[config.mk]
export PLATFORM = sky130hd
export DESIGN_NAME = alu_cmd_ctrl
export DESIGN_NICKNAME = d
export VERILOG_FILES = /design/src/rtl/alu_cmd_ctrl.sv
export SDC_FILE = /design/constraint.sdc
export NUM_CORES = 1
export LEC_CHECK = 0
export ABC_AREA = 1
export BUFFER_PORTS_ARGS = -buffer_cell sky130_fd_sc_hd__buf_2
export CAP_MARGIN = 20
export CORE_ASPECT_RATIO = 2
export CORE_MARGIN = 2
export CORE_UTILIZATION = 30
export CTS_BUF_LIST = sky130_fd_sc_hd__clkbuf_8 sky130_fd_sc_hd__clkbuf_16
export CTS_CLUSTER_SIZE = 24
export DETAILED_ROUTE_END_ITERATION = 6
export SYNTH_ARGS = -nofsm -noshare
export SYNTH_HDL_FRONTEND = slang
export SYNTH_SLANG_ARGS = --single-unit
[constraint.sdc]
create_clock -name i_clk -period 1.7 [get_ports i_clk]
set_input_delay 0.17 -clock i_clk [delete_from_list [all_inputs] [get_ports i_clk]]
set_output_delay 0.17 -clock i_clk [all_outputs]
set_load 0.02 [all_outputs]
[src/rtl/alu_cmd_ctrl.sv]
// Command controller: parses 0xCC/0xDD frames from the RX byte stream, drives the ALU
// operand/function registers, fires one ALU enable and returns the 16-bit result as two TX bytes.
module alu_cmd_ctrl #(
  parameter int DATA_WIDTH = 8,
  parameter int OUT_WIDTH  = 16
) (
  input  logic                  i_clk,
  input  logic                  i_rst_n,
  input  logic [DATA_WIDTH-1:0] i_rx_p_data,
  input  logic                  i_rx_d_vld,
  output logic [DATA_WIDTH-1:0] o_alu_a,
  output logic [DATA_WIDTH-1:0] o_alu_b,
  output logic [3:0]            o_alu_fun,
  output logic                  o_alu_en,
  input  logic [OUT_WIDTH-1:0]  i_alu_out,
  input  logic                  i_alu_out_vld,
  output logic [DATA_WIDTH-1:0] o_tx_p_data,
  output logic                  o_tx_d_vld,
  input  logic                  i_tx_busy,
  output logic                  o_cmd_err
);

  localparam logic [DATA_WIDTH-1:0] CMD_FULL  = DATA_WIDTH'(8'hCC);
  localparam logic [DATA_WIDTH-1:0] CMD_REUSE = DATA_WIDTH'(8'hDD);

  typedef enum logic [3:0] {
    S_IDLE     = 4'd0,
    S_WAIT_A   = 4'd1,
    S_WAIT_B   = 4'd2,
    S_WAIT_FUN = 4'd3,
    S_ALU_RUN  = 4'd4,
    S_WAIT_RES = 4'd5,
    S_SEND_LO  = 4'd6,
    S_GAP      = 4'd7,
    S_SEND_HI  = 4'd8
  } state_t;

  state_t                  r_state;
  state_t                  w_next_state;
  logic [DATA_WIDTH-1:0]   r_alu_a;
  logic [DATA_WIDTH-1:0]   r_alu_b;
  logic [3:0]              r_alu_fun;
  logic [OUT_WIDTH-1:0]    r_result;
  logic                    r_cmd_err;
  logic                    w_load_a;
  logic                    w_load_b;
  logic                    w_load_fun;
  logic                    w_capture;
  logic                    w_cmd_err;
  logic                    w_alu_en;
  logic                    w_tx_vld;
  logic [DATA_WIDTH-1:0]   w_tx_data;

  // State register
  always_ff @(posedge i_clk or negedge i_rst_n) begin
    if (!i_rst_n) begin
      r_state <= S_IDLE;
    end else begin
      r_state <= w_next_state;
    end
  end

  // Next-state decode plus strobes derived from the registered state
  always_comb begin
    w_next_state = r_state;
    w_load_a     = 1'b0;
    w_load_b     = 1'b0;
    w_load_fun   = 1'b0;
    w_capture    = 1'b0;
    w_cmd_err    = 1'b0;
    w_alu_en     = 1'b0;
    w_tx_vld     = 1'b0;
    w_tx_data    = '0;
    case (r_state)
      S_IDLE: begin
        if (i_rx_d_vld) begin
          if (i_rx_p_data == CMD_FULL) begin
            w_next_state = S_WAIT_A;
          end else if (i_rx_p_data == CMD_REUSE) begin
            w_next_state = S_WAIT_FUN;
          end else begin
            w_cmd_err = 1'b1;
          end
        end else begin
          w_next_state = S_IDLE;
        end
      end
      S_WAIT_A: begin
        if (i_rx_d_vld) begin
          w_load_a     = 1'b1;
          w_next_state = S_WAIT_B;
        end else begin
          w_next_state = S_WAIT_A;
        end
      end
      S_WAIT_B: begin
        if (i_rx_d_vld) begin
          w_load_b     = 1'b1;
          w_next_state = S_WAIT_FUN;
        end else begin
          w_next_state = S_WAIT_B;
        end
      end
      S_WAIT_FUN: begin
        if (i_rx_d_vld) begin
          w_load_fun   = 1'b1;
          w_next_state = S_ALU_RUN;
        end else begin
          w_next_state = S_WAIT_FUN;
        end
      end
      S_ALU_RUN: begin
        w_alu_en     = 1'b1;
        w_cmd_err    = i_rx_d_vld;
        w_next_state = S_WAIT_RES;
      end
      S_WAIT_RES: begin
        w_cmd_err = i_rx_d_vld;
        if (i_alu_out_vld) begin
          w_capture    = 1'b1;
          w_next_state = S_SEND_LO;
        end else begin
          w_next_state = S_WAIT_RES;
        end
      end
      S_SEND_LO: begin
        w_cmd_err = i_rx_d_vld;
        w_tx_data = r_result[DATA_WIDTH-1:0];
        if (!i_tx_busy) begin
          w_tx_vld     = 1'b1;
          w_next_state = S_GAP;
        end else begin
          w_next_state = S_SEND_LO;
        end
      end
      // Serializer busy may not have risen yet, so this cycle never looks at it
      S_GAP: begin
        w_cmd_err    = i_rx_d_vld;
        w_next_state = S_SEND_HI;
      end
      S_SEND_HI: begin
        w_cmd_err = i_rx_d_vld;
        w_tx_data = r_result[OUT_WIDTH-1:DATA_WIDTH];
        if (!i_tx_busy) begin
          w_tx_vld     = 1'b1;
          w_next_state = S_IDLE;
        end else begin
          w_next_state = S_SEND_HI;
        end
      end
      default: begin
        w_next_state = S_IDLE;
      end
    endcase
  end

  // Operand, function and result registers; they hold until a new frame or reset
  always_ff @(posedge i_clk or negedge i_rst_n) begin
    if (!i_rst_n) begin
      r_alu_a   <= '0;
      r_alu_b   <= '0;
      r_alu_fun <= 4'd0;
      r_result  <= '0;
    end else begin
      if (w_load_a) begin
        r_alu_a <= i_rx_p_data;
      end
      if (w_load_b) begin
        r_alu_b <= i_rx_p_data;
      end
      if (w_load_fun) begin
        r_alu_fun <= i_rx_p_data[3:0];
      end
      if (w_capture) begin
        r_result <= i_alu_out;
      end
    end
  end

  // Error pulse lands in the cycle after the offending strobe
  always_ff @(posedge i_clk or negedge i_rst_n) begin
    if (!i_rst_n) begin
      r_cmd_err <= 1'b0;
    end else begin
      r_cmd_err <= w_cmd_err;
    end
  end

  assign o_alu_a     = r_alu_a;
  assign o_alu_b     = r_alu_b;
  assign o_alu_fun   = r_alu_fun;
  assign o_alu_en    = w_alu_en;
  assign o_tx_p_data = w_tx_data;
  assign o_tx_d_vld  = w_tx_vld;
  assign o_cmd_err   = r_cmd_err;

endmodule

Yosys cells after proc, flatten, opt, wreduce, memory -nomap -nowiden
Index checks and enable logic that the tools add are counted.
{"block": "classes", "eq_ne": 11, "multipliers": 0, "reduce_logical": 3, "add_sub_neg": 0, "muxes": 24, "bitwise": 0, "shift": 0, "n_lt_le_gt_ge": 0, "n_div": 0}
{"operator": "$pmux W4 S9", "n": 1}
{"operator": "$eq A4 B3 Y1 const B", "n": 4}
{"operator": "$eq A8 B8 Y1 const B", "n": 2}
{"operator": "$mux W4", "n": 4}
{"operator": "$pmux W8 S2", "n": 1}
{"operator": "$mux W1", "n": 14}
{"operator": "$eq A4 B2 Y1 const B", "n": 2}
{"operator": "$reduce_or A5 Y1", "n": 1}
{"operator": "$eq A4 B1 Y1 const B", "n": 1}
{"operator": "$eq A4 B4 Y1 const B", "n": 1}
{"operator": "$logic_not A4 Y1", "n": 1}
{"operator": "$mux W2", "n": 2}
{"operator": "$ne A4 B4 Y1 const B", "n": 1}
{"operator": "$mux W3", "n": 1}
{"operator": "$pmux W1 S2", "n": 1}
{"operator": "$reduce_or A2 Y1", "n": 1}
{"block": "word_totals", "inputBits": 29, "ff_bits": 41, "out_inout_bits": 31, "latchBits": 0, "ramBits": 0, "mem_count": 0, "wordCells": 44, "rom_bits": 0}

Depth between registers and ports, before layout
{"block": "logic_depth", "word_depth": 5, "depth_mapped": 8}

Worst setup path after synthesis
Ideal clock, no wire load.
{"block": "synth_path", "path_kind": "flip-flop to output port", "from": "register r_state[0]", "to": "output o_tx_d_vld", "path_buffers": 1, "path_slack_ns": 0.224, "t_arrival_ns": 1.306, "stages_incl_launch_ff": 5, "required_time_ns": 1.530, "cell_sequence": "dfrtp_1 > nor2_1 > nand3_1 > buf_2 > o21ai_0"}
{"block": "synth_via", "elab_chain_cells": 3, "word_cells_on_any_way": 4}
{"item": "from (decl)", "line": "38", "source": "state_t r_state;"}
{"item": "from (signal assigned)", "line": "59", "source": "r_state <= w_next_state;"}
{"item": "$eq A4 B4 Y1 / $eq A4 B3 Y1 (equally long branches)", "line": "74", "source": "case (r_state)"}
{"item": "$reduce_or A2 Y1 (no line) *"}
{"item": "$mux W1 *"}
{"item": "to (decl)", "line": "18", "source": "output logic o_tx_d_vld,"}
Mark *: on every way between the ends. The rest lies on a longest branch, timed or not.

Final worst setup path
{"block": "layout_path", "from": "register r_state[0]", "to": "output o_tx_p_data[7]"}
{"block": "layout_via", "elab_chain_cells": 2, "word_cells_on_any_way": 3}
{"item": "$eq A4 B4 Y1 / $eq A4 B3 Y1 (equally long branches)", "line": "74"}
{"item": "$pmux W8 S2 *", "line": "74"}
{"item": "to (decl)", "line": "17", "source": "output logic [DATA_WIDTH-1:0] o_tx_p_data,"}
Marks and branches as above.

==> flow_metrics.py <==
metrics = {
    "run_status": {
        "run_status": "finished clean",
    },
    "place": {
        "gp_congestion": 0.7933,
        "hpwlAfterDp_um": 3257,
        "dp_slack_ns": 0.1755,
        "port-buffer-count": 59,
    },
    "setup_path": {
        "timing.critical_path.required_ns": 1.53,
        "cp_max_fo": 8,
        "cell_chain_critical_path": "nor2_4 > nand3_4 > buf_6 > o22ai_1 > buf_4",
        "cp_launch_point": "r_state[0]",
        "worstSetupPathType": "flop to output port",
        "rr_endpoint": "r_result[10]",
        "slowest_delay_ns": 0.44,
        "regToRegStartpoint": "r_state[3]",
        "worst_r2r_path_depth": 5,
        "setup.worst_path.end_class": "output port",
        "crit_arrival_ns": 1.44,
        "critical_path.slowest_cell": "sky130_fd_sc_hd__dfrtp_2",
        "worstSetupEndpoint": "o_tx_p_data[7]",
        "timing.critical_path.from_type": "flop",
        "rrSetupSlack_ns": 0.32,
    },
    "sta": {
        "maximum_achievable_frequency_mhz": 619.7,
        "final_max_slew_violation_count": 0,
        "remaining_max_slew_budget_at_the_tightest_pin_pct": 78.72,
        "post-route-min-period_ns": 1.614,
        "final.setup_skew_ns": 0.004402,
        "fin_ws_ns": 0.08624,
        "report.final.setup_viol": 0,
        "hold_viol_final": 0,
        "finalCritPeriodShare_pct": 94.93,
        "grt_setup_unrepaired": "false",
        "setup-tns-final_ns": 0,
        "worst-slew-pin-transition_ns": 0.3183,
        "hold_ws_ns": 0.1019,
    },
    "die": {
        "rows": 40,
        "die_w_um": 59.69,
        "initial_core_util_pct": 30.98,
        "die_h_um": 115.4,
        "placeableCoreArea_um2": 6006,
        "die_ar_um2": 6886,
        "io_pins": 60,
    },
    "power_and_ir_drop": {
        "power_frac_clock_pct": 22.4,
        "swShare_pct": 38.81,
        "p_leak_nw": 1.292,
        "power.net_switching_mw": 1.702,
        "p_int_mw": 2.683,
        "p_comb_share_pct": 39.9,
        "sequential_share_of_power_pct": 37.6,
        "power_per_cell_area_nw_per_um2": 1787,
        "vdd.ir_drop.worst_uv": 858.2,
        "total_power_mw": 4.385,
    },
    "run": {
        "maxCapViolations": 0,
    },
    "final_layout": {
        "antenna_cells_inserted": 0,
        "layout-drive-gt1-share_pct": 34.29,
        "area.growth.synth_to_final_pct": 31.88,
        "most_frequent_standard_cell_in_the_layout_excluding_fill_and_tap_cells": "sky130_fd_sc_hd__buf_2",
        "nNetsFinal": 308,
        "fillCellCount": 628,
        "layout.cells.most_common_list": "sky130_fd_sc_hd__buf_2 (57), sky130_fd_sc_hd__nand2_1 (54), sky130_fd_sc_hd__dfrtp_1 (39)",
    },
    "logic_synthesis": {
        "syn_inst": 212,
        "synth_cell_types": 19,
        "yosys_warnings": 0,
        "syn_nets": 241,
        "synthesis.area_per_instance_um2": 8.776,
        "ys_seq_elements": 41,
        "synth_sequential_area_ratio_pct": 55.14,
        "synthesis.area_um2": 1861,
    },
    "global_routing": {
        "wire_length_of_the_first_global_routing_pass_um": 6789,
        "grt.overflow.total": 0,
        "largest_net_degree_at_the_start_of_global_routing": 42,
        "antenna_found_initial": 0,
        "grt_pass1_vias": 1500,
        "grt.total_usage_pct": 13.10,
    },
    "drt": {
        "wire_per_inst_um": 12.60,
        "remaining_drc_errors": 0,
        "drt_wl_total_um": 4323,
        "routed-via-count": 1611,
        "drt_iter0_markers": 23,
        "drt-pass1-iter-count": 4,
        "post_detailed_route_via_to_cell_ratio": 4.697,
        "antenna_violating_nets_post_route": 0,
    },
    "clock_tree": {
        "clock_edge_transition_at_the_registers_on_the_reported_setup_and_hold_paths_ns": 0.06,
        "cts_sinks": 41,
        "cts-root-buf": "sky130_fd_sc_hd__clkbuf_16",
        "cts_buffer_depth": 2,
        "cts-htree-levels": 2,
        "cts_inserted_buffers": 5,
        "clock_latency_ns": 0.28,
        "tritoncts": "done",
    },
    "min_path": {
        "min-delay-path-class": "input port to flop",
    },
}
==> per-stage QoR <==
step | cell area [um2] | utilization (%) | instances
after detailed placement | 2237 | 37.25 | 333
after CTS | 2417 | 40.25 | 342
final | 2454 | 40.85 | 343
after floorplan | 1861 | - | 212
after global routing | 2454 | 40.85 | 343
after global placement | 2237 | 37.25 | 333
==> logic make-up (layout without fill, tap and decap cells) <==
logic type	after synthesis	after routing	share of synthesized area [%]
AOI/OAI and AO/OA	51	51	16.88
buffers and inverters	40	108	9.414
DFF	41	41	55.14
and+or+nand+nor	80	80	18.56
==> state kept, by name (all words and copies together), names as in the netlist <==
signal	cells
r_state	4
o_alu_b	8
o_alu_a	8
o_cmd_err	1
r_result	16
o_alu_fun	4
==> synthesized netlist by cell type (all sizes together) <==
| cell | instances | share of area, % |
|---|---|---|
| a21oi | 1 | 0.27 |
| buf | 6 | 2.6 |
| dfrtp | 41 | 55 |
| inv | 34 | 6.9 |
| nand2 | 55 | 11 |
| nand3 | 8 | 3.1 |
| nand4 | 2 | 0.67 |
| nor2 | 15 | 3.7 |
| o211ai | 1 | 0.40 |
| o21ai | 40 | 13 |
| o22ai | 9 | 3.0 |
==> layer usage <==
layer,vias up,wire length (um),track usage [%]
li1,812,-,-
met1,742,1728,14.53
met2,51,2284,22.46
met3,6,233,3.600
met4,0,77,5.926
met5,-,0,0
==> critical path: cells and delay by family, from the launching register on <==
kind	cells	cell delay (ns)
buf+inv	2	0.33
flops	1	0.44
simple gates	2	0.27
compound gates	1	0.12
==> repair_timing <==
action,CTS,global route
setup buffers,0,1
setup endpoints to repair,8,8
resized for setup,4,8
endpoints found under the hold margin,41,0
hold buffers,1,0
pin swaps,0,1
==> final cells by class <==
type	count	area, um2	area share [%]
sequential	41	1028	41.92
inverter	34	127.6	5.201
tap	63	78.83	3.213
timing repair buffer	66	371.6	15.15
clock buffer	7	152.6	6.221
multi-input combinational	131	689.4	28.10
clock inverter	1	5.005	0.2040
==> power by group through the flow <==
stage	registers (mW)	clock network (mW)	logic [mW]
after floorplan	1.91	0	0.901
after global placement	1.64	0	1.70
after detailed placement	1.65	0	1.72
after CTS	1.64	1.01	1.74
after global routing	1.71	1.05	1.95
final	1.65	0.983	1.75
==> worst min path at each step <==
stage                             from     endpoint  cells past startpoint
after floorplan                i_rst_n   o_alu_a[0]                      0
after global placement         i_rst_n  r_result[2]                      2
after detailed placement       i_rst_n  r_result[2]                      2
after CTS                 i_alu_out[2]  r_result[2]                      3
after global routing      i_alu_out[6]  r_result[6]                      3
final                     i_alu_out[9]  r_result[9]                      3
Note: power is estimated with default switching activity, not from simulation.
